==> src/rtl/mips_pkg.sv <==
// Shared MIPS control definitions: opcodes, ALU-op encodings, datapath mux
// select encodings and the bundle of control strobes driven by the sequencer.
package mips_pkg;

    // Primary opcodes, instr[31:26]
    localparam logic [5:0] OP_RTYPE = 6'b000000;
    localparam logic [5:0] OP_LW    = 6'b100011;
    localparam logic [5:0] OP_SW    = 6'b101011;
    localparam logic [5:0] OP_BEQ   = 6'b000100;
    localparam logic [5:0] OP_ADDI  = 6'b001000;
    localparam logic [5:0] OP_J     = 6'b000010;

    // ALU-op encodings understood by alu_control
    localparam logic [1:0] ALU_OP_ADD  = 2'b00;
    localparam logic [1:0] ALU_OP_SUB  = 2'b01;
    localparam logic [1:0] ALU_OP_FUNC = 2'b10;

    // ALU B-operand select
    typedef enum logic [1:0] {
        SRCB_RT      = 2'b00,
        SRCB_FOUR    = 2'b01,
        SRCB_IMM     = 2'b10,
        SRCB_IMM_SH2 = 2'b11
    } alu_src_b_t;

    // Next-PC select
    typedef enum logic [1:0] {
        PCSRC_ALU    = 2'b00,
        PCSRC_ALUOUT = 2'b01,
        PCSRC_JUMP   = 2'b10,
        PCSRC_RSVD   = 2'b11
    } pc_src_t;

    // Every strobe and select the sequencer drives in one cycle
    typedef struct packed {
        logic       pc_write;
        logic       pc_write_cond;
        logic       i_or_d;
        logic       mem_read;
        logic       mem_write;
        logic       ir_write;
        logic       mem_to_reg;
        logic       reg_dst;
        logic       reg_write;
        logic       alu_src_a;
        alu_src_b_t alu_src_b;
        logic [1:0] alu_op;
        pc_src_t    pc_src;
        logic       instr_done;
        logic       illegal_op;
    } ctrl_t;

    // True for the opcodes this sequencer knows how to execute
    function automatic logic is_supported(input logic [5:0] op);
        return (op == OP_RTYPE) || (op == OP_LW) || (op == OP_SW) ||
               (op == OP_BEQ)   || (op == OP_ADDI) || (op == OP_J);
    endfunction

endpackage

==> src/rtl/mc_mem_timer.sv <==
// Wait-cycle counter for memory phases. Counts cycles a memory phase is held
// without a completed handshake and flags when the limit has been reached.
module mc_mem_timer #(
    parameter int unsigned LIMIT = 255
) (
    input  logic clk,
    input  logic rst,
    input  logic clear,
    input  logic wait_en,
    output logic expired
);

    localparam int unsigned TW = (LIMIT < 1) ? 1 : $clog2(LIMIT + 1);

    logic [TW-1:0] cnt_q;

    // Clear has priority; otherwise count waited cycles, parking at the limit
    always_ff @(posedge clk or posedge rst) begin
        if (rst) begin
            cnt_q <= '0;
        end else if (clear) begin
            cnt_q <= '0;
        end else if (wait_en && (cnt_q != TW'(LIMIT))) begin
            cnt_q <= cnt_q + TW'(1);
        end
    end

    assign expired = (cnt_q == TW'(LIMIT));

endmodule

==> src/rtl/mips_multicycle_control.sv <==
// Multicycle MIPS sequencer: steps fetch/decode/execute/memory/writeback one
// phase per cycle and drives the datapath mux selects and write strobes.
//
// Memory handshake: while the sequencer sits in a memory phase (FETCH, MEM_RD,
// MEM_WR) its request (mem_read or mem_write) is held steady; the memory raises
// mem_ready in the cycle the access completes, and that is the only cycle the
// completion strobes (ir_write/pc_write, or instr_done for a store) fire. If the
// wait reaches MEM_TIMEOUT without mem_ready, the sequencer latches mem_err and
// parks in HALT. mem_ready has no effect in any other state.
module mips_multicycle_control
    import mips_pkg::*;
#(
    parameter int unsigned MEM_TIMEOUT = 255,
    parameter int unsigned CNT_WIDTH   = 32
) (
    input  logic                 clk,
    input  logic                 rst,
    input  logic [5:0]           opcode,
    input  logic                 mem_ready,
    output logic                 pc_write,
    output logic                 pc_write_cond,
    output logic                 i_or_d,
    output logic                 mem_read,
    output logic                 mem_write,
    output logic                 ir_write,
    output logic                 mem_to_reg,
    output logic                 reg_dst,
    output logic                 reg_write,
    output logic                 alu_src_a,
    output logic [1:0]           alu_src_b,
    output logic [1:0]           alu_op,
    output logic [1:0]           pc_src,
    output logic                 instr_done,
    output logic                 illegal_op,
    output logic                 mem_err,
    output logic [CNT_WIDTH-1:0] instr_count
);

    typedef enum logic [3:0] {
        FETCH    = 4'd0,
        DECODE   = 4'd1,
        MEM_ADDR = 4'd2,
        MEM_RD   = 4'd3,
        MEM_WB   = 4'd4,
        MEM_WR   = 4'd5,
        EXEC_R   = 4'd6,
        WB_R     = 4'd7,
        EXEC_I   = 4'd8,
        WB_I     = 4'd9,
        BRANCH   = 4'd10,
        JUMP     = 4'd11,
        HALT     = 4'd12
    } state_t;

    state_t                 state_q, state_d;
    logic                   is_load_q;
    logic                   mem_err_q;
    logic [CNT_WIDTH-1:0]   instr_count_q;
    ctrl_t                  ctrl;
    ctrl_t                  ctrl_out;

    logic mem_phase;
    logic expired;
    logic hold;
    logic timeout_hit;

    // Timer bookkeeping: a memory phase is held while it waits below the limit
    assign mem_phase   = (state_q == FETCH) || (state_q == MEM_RD) || (state_q == MEM_WR);
    assign hold        = mem_phase && !mem_ready && !expired;
    assign timeout_hit = mem_phase && !mem_ready && expired;

    // Any state change clears the count, so every memory phase starts from zero
    mc_mem_timer #(
        .LIMIT (MEM_TIMEOUT)
    ) u_timer (
        .clk     (clk),
        .rst     (rst),
        .clear   (state_d != state_q),
        .wait_en (hold),
        .expired (expired)
    );

    // Next-state selection; a ready on the limit cycle still completes
    always_comb begin
        state_d = state_q;
        unique case (state_q)
            FETCH: begin
                if (mem_ready)    state_d = DECODE;
                else if (expired) state_d = HALT;
            end
            DECODE: begin
                case (opcode)
                    OP_RTYPE:     state_d = EXEC_R;
                    OP_LW, OP_SW: state_d = MEM_ADDR;
                    OP_BEQ:       state_d = BRANCH;
                    OP_ADDI:      state_d = EXEC_I;
                    OP_J:         state_d = JUMP;
                    default:      state_d = FETCH;
                endcase
            end
            MEM_ADDR: state_d = is_load_q ? MEM_RD : MEM_WR;
            MEM_RD: begin
                if (mem_ready)    state_d = MEM_WB;
                else if (expired) state_d = HALT;
            end
            MEM_WR: begin
                if (mem_ready)    state_d = FETCH;
                else if (expired) state_d = HALT;
            end
            EXEC_R:  state_d = WB_R;
            EXEC_I:  state_d = WB_I;
            MEM_WB, WB_R, WB_I, BRANCH, JUMP: state_d = FETCH;
            HALT:    state_d = HALT;
            default: state_d = HALT;
        endcase
    end

    // Moore decode of the current state plus the mem_ready-qualified strobes
    always_comb begin
        ctrl = '0;
        unique case (state_q)
            FETCH: begin
                ctrl.mem_read  = 1'b1;
                ctrl.alu_src_b = SRCB_FOUR;
                ctrl.alu_op    = ALU_OP_ADD;
                ctrl.ir_write  = mem_ready;
                ctrl.pc_write  = mem_ready;
            end
            DECODE: begin
                ctrl.alu_src_b = SRCB_IMM_SH2;
                ctrl.alu_op    = ALU_OP_ADD;
                if (!is_supported(opcode)) begin
                    ctrl.illegal_op = 1'b1;
                    ctrl.instr_done = 1'b1;
                end
            end
            MEM_ADDR, EXEC_I: begin
                ctrl.alu_src_a = 1'b1;
                ctrl.alu_src_b = SRCB_IMM;
                ctrl.alu_op    = ALU_OP_ADD;
            end
            MEM_RD: begin
                ctrl.i_or_d   = 1'b1;
                ctrl.mem_read = 1'b1;
            end
            MEM_WB: begin
                ctrl.reg_write  = 1'b1;
                ctrl.mem_to_reg = 1'b1;
                ctrl.instr_done = 1'b1;
            end
            MEM_WR: begin
                ctrl.i_or_d     = 1'b1;
                ctrl.mem_write  = 1'b1;
                ctrl.instr_done = mem_ready;
            end
            EXEC_R: begin
                ctrl.alu_src_a = 1'b1;
                ctrl.alu_src_b = SRCB_RT;
                ctrl.alu_op    = ALU_OP_FUNC;
            end
            WB_R: begin
                ctrl.reg_write  = 1'b1;
                ctrl.reg_dst    = 1'b1;
                ctrl.instr_done = 1'b1;
            end
            WB_I: begin
                ctrl.reg_write  = 1'b1;
                ctrl.instr_done = 1'b1;
            end
            BRANCH: begin
                ctrl.alu_src_a     = 1'b1;
                ctrl.alu_src_b     = SRCB_RT;
                ctrl.alu_op        = ALU_OP_SUB;
                ctrl.pc_write_cond = 1'b1;
                ctrl.pc_src        = PCSRC_ALUOUT;
                ctrl.instr_done    = 1'b1;
            end
            JUMP: begin
                ctrl.pc_write   = 1'b1;
                ctrl.pc_src     = PCSRC_JUMP;
                ctrl.instr_done = 1'b1;
            end
            default: ctrl = '0;
        endcase
    end

    // State and bookkeeping registers
    always_ff @(posedge clk or posedge rst) begin
        if (rst) begin
            state_q       <= FETCH;
            is_load_q     <= 1'b0;
            mem_err_q     <= 1'b0;
            instr_count_q <= '0;
        end else begin
            state_q <= state_d;
            if (state_q == DECODE) begin
                is_load_q <= (opcode == OP_LW);
            end
            if (timeout_hit) begin
                mem_err_q <= 1'b1;
            end
            if (ctrl.instr_done) begin
                instr_count_q <= instr_count_q + CNT_WIDTH'(1);
            end
        end
    end

    // Reset forces every strobe low at once, even though state already reads FETCH
    assign ctrl_out = rst ? '0 : ctrl;

    assign pc_write      = ctrl_out.pc_write;
    assign pc_write_cond = ctrl_out.pc_write_cond;
    assign i_or_d        = ctrl_out.i_or_d;
    assign mem_read      = ctrl_out.mem_read;
    assign mem_write     = ctrl_out.mem_write;
    assign ir_write      = ctrl_out.ir_write;
    assign mem_to_reg    = ctrl_out.mem_to_reg;
    assign reg_dst       = ctrl_out.reg_dst;
    assign reg_write     = ctrl_out.reg_write;
    assign alu_src_a     = ctrl_out.alu_src_a;
    assign alu_src_b     = ctrl_out.alu_src_b;
    assign alu_op        = ctrl_out.alu_op;
    assign pc_src        = ctrl_out.pc_src;
    assign instr_done    = ctrl_out.instr_done;
    assign illegal_op    = ctrl_out.illegal_op;
    assign mem_err       = mem_err_q;
    assign instr_count   = instr_count_q;

endmodule

==> config.mk <==
export PLATFORM = sky130hd
export DESIGN_NAME = mips_multicycle_control
export DESIGN_NICKNAME = d
export VERILOG_FILES = /design/src/rtl/mips_pkg.sv /design/src/rtl/mc_mem_timer.sv /design/src/rtl/mips_multicycle_control.sv
export SDC_FILE = /design/constraint.sdc
export NUM_CORES = 1
export LEC_CHECK = 0
export ABC_AREA = 1
export BUFFER_PORTS_ARGS = -buffer_cell sky130_fd_sc_hd__buf_4
export CAP_MARGIN = 20
export CORE_MARGIN = 2
export CORE_UTILIZATION = 56
export DETAILED_ROUTE_END_ITERATION = 10
export GPL_TIMING_DRIVEN = 1
export PLACE_DENSITY = 0.83
export SETUP_SLACK_MARGIN = 0.4
export SLEW_MARGIN = 30
export SYNTH_ARGS = -nofsm -noshare
export SYNTH_HDL_FRONTEND = slang
export SYNTH_SLANG_ARGS = --single-unit
==> constraint.sdc <==
create_clock -name clk -period 3.3 [get_ports clk]
set_clock_uncertainty 0.05 [all_clocks]
set_input_delay 0.825 -clock clk [delete_from_list [all_inputs] [get_ports clk]]
set_output_delay 0.825 -clock clk [all_outputs]
set_load 0.01 [all_outputs]
==> impl_metrics.toml, run 1 <==
[status]
status = "finished, final reports clean"

[finish]
final_layout_size_suffix_gt1_share_pct = 20.9
ff_latch_area_sq_um = 1150
design_area_sq_um = 3670
fin_util_pct = 71.5
multi_input_area_sq_um = 1650
final_cell_mix = "141 x nand2_1, 62 x buf_4, 56 x nor2_1"
num_antenna_cells = 0
final_nets = 507
layout_commonest_cell = "nand2_1"
syn2layout_area_growth_pct = 21.8
n_fill_cell = 416

[logic_synthesis]
synth_top_family_by_area = "simple AND/OR/NAND/NOR gates"
ys_warn_count = 0
yosysTopAreaCellShare_pct = 38.2
synthSimpleGateAreaFrac_pct = 40.9
async_flop_share_pct = 100
synth_area_sq_um = 3020
synth_xor_area_share_pct = 9.58
yosys.cell_types.count = 30
yosysTopAreaCell = "dfrtp_1"
synthMuxAreaShare_pct = 0
ys.flop_type = "dfrtp_1"
ys_seq_area_share_pct = 38.2
synth.area.top_cells = "dfrtp_1 38%, nand2_1 18%, nor2_1 7.0%"
avgSynthCellArea_sq_um = 6.95
synth_edf_count = 0
synth_compound_area_share_pct = 3.40
synthCells = 434
synthAdderAreaFrac_pct = 0.830
ys_ff_latch = 46
synth_nets = 445

[sta]
worst_pin_slew_ns = 0.585
rsz0062_at_grt = "no"
finalMaxSlewViolations = 0
slew_headroom_pct = 61.0
min_period_ns = 2.77
period_share_pct = 83.9
hold_violations = 0
hold_ws_ns = 0.418
finalSetupTns_ns = 0
setup_viol = 0
fmax_mhz = 361

[floorplan]
start_util_pct = 58.7
die_width_um = 77.4
row_count = 26
core_area_sq_um = 5140
die_area_sq_um = 5990
die_h_um = 77.4
ios = 60

[clock_tree]
worstSkewPairLatency_ns = 0.30
cts.sink_count = 46
cts_setup_buffers = 0
clock-root-buffer = "clkbuf_8"
cts_buffers = 5
cts.path.max_buffers = 2
postCtsHoldBufs = 0
cts_tree = "built"
htreeDepth = 2
clk_pin_slew_ns = 0.08
cts_resized = 0

[worst_setup_path]
r2r_cells = 11
crit_required_ns = 2.42
crit_arrival_ns = 1.89
cpLargestDelayFamily = "simple AND/OR/NAND/NOR gates"
critPathSlowestCell = "nor2_1"
path_common_cell = "nor2_1"
start_kind = "input pin"
worst-setup-path-type = "in2out"
path_depth = 10
crit_buf_inv = 3
rr_endpoint = "instr_count[19]$_DFFE_PP0P_"
worstSetupStartpoint = "opcode[5]"
crit_path_end = "instr_done"
crit_chain = "buf_4, nor2_1, nand3_1, nand3_1, nor2_1, nand2_1, nand2_2, inv_2, nor2_1, buf_4"
reg2reg_slack_ns = 1.23
cpPeakStageDelay_ns = 0.24
end_kind = "output pin"
reg2reg_from = "state_q[1]$_DFF_PP0_"
cp_max_fo = 5

[power_and_ir_drop]
p_seq_share_pct = 31.9
ir_drop_mv = 0.795
p_sw_share_pct = 42.4
power_density_nw_per_um2 = 611
p_clk_share_pct = 22.9
p_leak_uw = 0.00188
netSwitchingPower_uw = 950
p_comb_share_pct = 45.2
p_int_uw = 1290

[global_routing]
grt_max_degree = 47
grt_usage_pct = 24.7
grt_pass1_vias = 2660
gr-total-overflow = 0
antenna_found_initial = 0
grt_pass1_wl_mm = 12.0

[drt]
drt-total-wl_mm = 6.99
drtIter0Drc = 151
vias = 2933
viasPerCell = 5.17
drc = 0
post_drt_wl_per_cell_um = 12.3
drtAntennaViolNets = 0
firstDrtPassIters = 5

[job]
drv_cap = 0

[place]
gp_congestion = 0.927
dpl_cell_area_sq_um = 3530
port_buffers = 59
dp_hpwl_mm = 5.40

[min_path]
holdCritPathClass = "reg2reg"
-- area by class of cell --
| class | instances | share of cell area, % |
|---|---|---|
| inverters | 46 | 4.80 |
| repair buffers | 62 | 12.7 |
| well taps | 70 | 2.38 |
| clock buffers | 6 | 2.25 |
| flip-flops and latches | 46 | 31.3 |
| clock inverters | 2 | 1.63 |
| multi-input cells | 335 | 44.9 |
-- through the flow --
step | instances | total power [uW] | worst slack [ns]
final | 567 | 2240 | 0.531
after global placement | 559 | 1710 | 0.605
after detailed placement | 559 | 1730 | 0.539
after CTS | 567 | 2250 | 0.529
after floorplan | 434 | 1440 | 0.523
after global routing | 567 | 2400 | 0.420
-- flip-flops by register name, summed over array words and instances (netlist names) --
register       count
state_q            4
mem_err            1
instr_count       32
is_load_q          1
u_timer.cnt_q      8
-- synthesized netlist by cell type, types with 2 or more instances --
master    instances
xor2_1           16
nor3_1           15
o21ai_0           3
nor2_2           14
o211ai_1          2
xnor2_1          17
nand2_1         141
nand2_2           7
inv_1            39
buf_2             3
clkbuf_1          2
a21oi_1           5
nand3_1          32
nand3_2           3
o21ai_1           3
ha_1              2
nor2_1           56
inv_2             7
dfrtp_1          46
nand4_1           9
a31oi_1           3
-- tightest hold or removal path, cell delays in order, from the launching register on --
cell and delay [ns]:
dfrtp_1 0.35, inv_1 0.04, nand2_1 0.05
-- routing by layer --
layer,up-vias,GRT usage [%],part of all wire [%]
met5,-,0,0
met4,0,6.61,1.2
met3,12,4.53,5.6
met2,93,39.3,46
met1,1340,34.7,47
li1,1488,-,-
-- kinds of logic (layout without fill, tap and decap cells) --
family                     Yosys count  after routing
AOI/OAI and AO/OA                   18             18
DFF                                 46             46
buffers and inverters               53            116
adders and majority gates            2              2
xor gates and xnor gates            33             33
and+or+nand+nor                    282            282
-- worst min-delay path by stage --
stage,from,end,slack [ns],cells past startpoint
after floorplan,mem_err$_DFFE_PP0P_,mem_err$_DFFE_PP0P_,0.45,2
after global placement,mem_err$_DFFE_PP0P_,mem_err$_DFFE_PP0P_,0.40,2
after detailed placement,mem_err$_DFFE_PP0P_,mem_err$_DFFE_PP0P_,0.40,2
after CTS,mem_err$_DFFE_PP0P_,mem_err$_DFFE_PP0P_,0.42,2
after global routing,mem_err$_DFFE_PP0P_,mem_err$_DFFE_PP0P_,0.47,2
final,mem_err$_DFFE_PP0P_,mem_err$_DFFE_PP0P_,0.42,2
-- power by group through the flow --
stage	registers, uW	logic, uW	clock network [uW]
5_1_grt	725	1130	549
6_report	715	1010	514
2_1_floorplan	728	713	0
3_3_place_gp	725	985	0
4_1_cts	715	1010	524
3_5_place_dp	726	1010	0
Power figures use the tool's default switching activity.
==> run 2: changes to the inputs <==
Clock period 3.3 ns to 2.85 ns, I/O delays scaled along.
==> impl_metrics.toml, run 2 (synthesis gave the netlist of run 1 again) <==
[sta]
worst_pin_slew_ns = 0.595
slew_headroom_pct = 60.3
finalSetupTns_ns = 0
period_share_pct = 86.7
min_period_ns = 2.47
setup_viol = 0
hold_violations = 0
fmax_mhz = 404
finalMaxSlewViolations = 0
rsz0062_at_grt = "no"

[drt]
vias = 3158
post_drt_wl_per_cell_um = 13.8
drc = 0
drtIter0Drc = 286
drt-total-wl_mm = 7.98
firstDrtPassIters = 5
drtAntennaViolNets = 0
viasPerCell = 5.47

[clock_tree]
cts.path.max_buffers = 2
cts_buffers = 5
cts_tree = "built"
clk_pin_slew_ns = 0.09
clock-root-buffer = "clkbuf_8"
htreeDepth = 2
worstSkewPairLatency_ns = 0.30
cts.sink_count = 46

[global_routing]
grt_max_degree = 47
grt_pass1_wl_mm = 12.7
grt_pass1_vias = 2801
grt_busiest_layer = "met2"
use_met1_pct = 36.2
gr-total-overflow = 0
grtUsageMet2_pct = 42.6
antenna_found_initial = 0
grt_usage_pct = 25.7
met3_usage_pct = 3.72

[finish]
final_layout_size_suffix_gt1_share_pct = 25.4
syn2layout_area_growth_pct = 25.9
largest_reg_flops = 32
n_fill_cell = 413
final_cell_mix = "139 x nand2_1, 72 x buf_4, 52 x nor2_1"
num_antenna_cells = 0
layout_commonest_cell = "nand2_1"
final_nets = 518

[worst_setup_path]
end_kind = "output pin"
start_kind = "flip-flop"
cp_max_fo = 4
crit_required_ns = 2.09
worst-setup-path-type = "reg2out"
crit_arrival_ns = 1.71

[floorplan]
die_h_um = 77.4
core_area_sq_um = 5140
row_count = 26
ios = 60
start_util_pct = 58.7
die_area_sq_um = 5990
die_width_um = 77.4

[place]
dp_hpwl_mm = 5.44
gp_congestion = 0.908
port_buffers = 59

[power_and_ir_drop]
finalPower_uw = 2700
power_density_nw_per_um2 = 710
ir_drop_mv = 0.701
p_leak_uw = 0.00192

[min_path]
holdCritPathClass = "reg2reg"

[job]
drv_cap = 0

[status]
status = "finished, final reports clean"
==> run 2: cell types whose count changed in the layout (fill, tap and decap cells not counted), sizes merged <==
| cell | change |
|---|---|
| bufinv | -1 |
| buf | +11 |
==> run 2: path summary, 6_finish.rpt <==
| path | startpoint | endpoint | slack, ns | cells after the start |
|---|---|---|---|---|
| setup reg to reg | instr_count[0]$_DFFE_PP0P_ | instr_count[19]$_DFFE_PP0P_ | 0.85 | 9 |
| setup / recovery | state_q[2]$_DFF_PP0_ | mem_read | 0.38 | 5 |
| hold reg to reg | mem_err$_DFFE_PP0P_ | mem_err$_DFFE_PP0P_ | 0.42 | 2 |
| max in group asynchronous | rst | state_q[1]$_DFF_PP0_ | 1.68 | 3 |
| min in group asynchronous | rst | state_q[3]$_DFF_PP0_ | 0.63 | 3 |
| hold / removal | mem_err$_DFFE_PP0P_ | mem_err$_DFFE_PP0P_ | 0.42 | 2 |
==> run 2: per-stage QoR <==
| stage | setup WS, ns | instances | area [sq um] | util (%) | hold WS (ns) |
|---|---|---|---|---|---|
| final | 0.378 | 577 | 3800 | 73.9 | 0.424 |
| after detailed placement | 0.295 | 559 | 3530 | 68.8 | 0.404 |
| after CTS | 0.402 | 568 | 3700 | 71.9 | 0.425 |
| after floorplan | 0.373 | 434 | 3020 | - | 0.451 |
| after global placement | 0.376 | 559 | 3530 | 68.8 | 0.397 |
| after global routing | 0.208 | 577 | 3800 | 73.9 | 0.469 |
==> run 2: routing by layer <==
layer,part of all wire (%),routed length [um]
met1,42,3310
met2,48,3850
met3,8.3,663
met4,1.9,153
met5,0,0
==> run 2: critical path, cell delays in order, from the launching register on <==
cell and delay [ns]:
dfrtp_2 0.45, buf_4 0.15, nor2_1 0.22, nand2_1 0.18, a21oi_1 0.25, buf_4 0.17
==> run 2: what timing repair did <==
item / 4_1_cts / 5_1_grt
pin swaps: 0 / 1
setup buffers: 2 / 9
hold buffers: 0 / 0
gates resized for setup: 7 / 13
setup endpoints to repair: 1 / 2
==> run 2: area by class of cell <==
cell class | count | area [sq um] | share of cell area [%]
Clock buffer | 6 | 82.6 | 2.17
Clock inverter | 1 | 30.0 | 0.791
Inverter | 46 | 184 | 4.84
Multi-Input combinational cell | 335 | 1700 | 44.7
Sequential cell | 46 | 1160 | 30.4
Tap cell | 70 | 87.6 | 2.31
Timing Repair Buffer | 73 | 561 | 14.8
==> run 2: report_power, final <==
group	total [uW]	switching [uW]	leakage [uW]	internal, uW
combinational	1340	862	0.00126	483
sequential	846	111	0.000607	735
clock	507	226	0.0000573	281
total	2700	1200	0.00192	1500
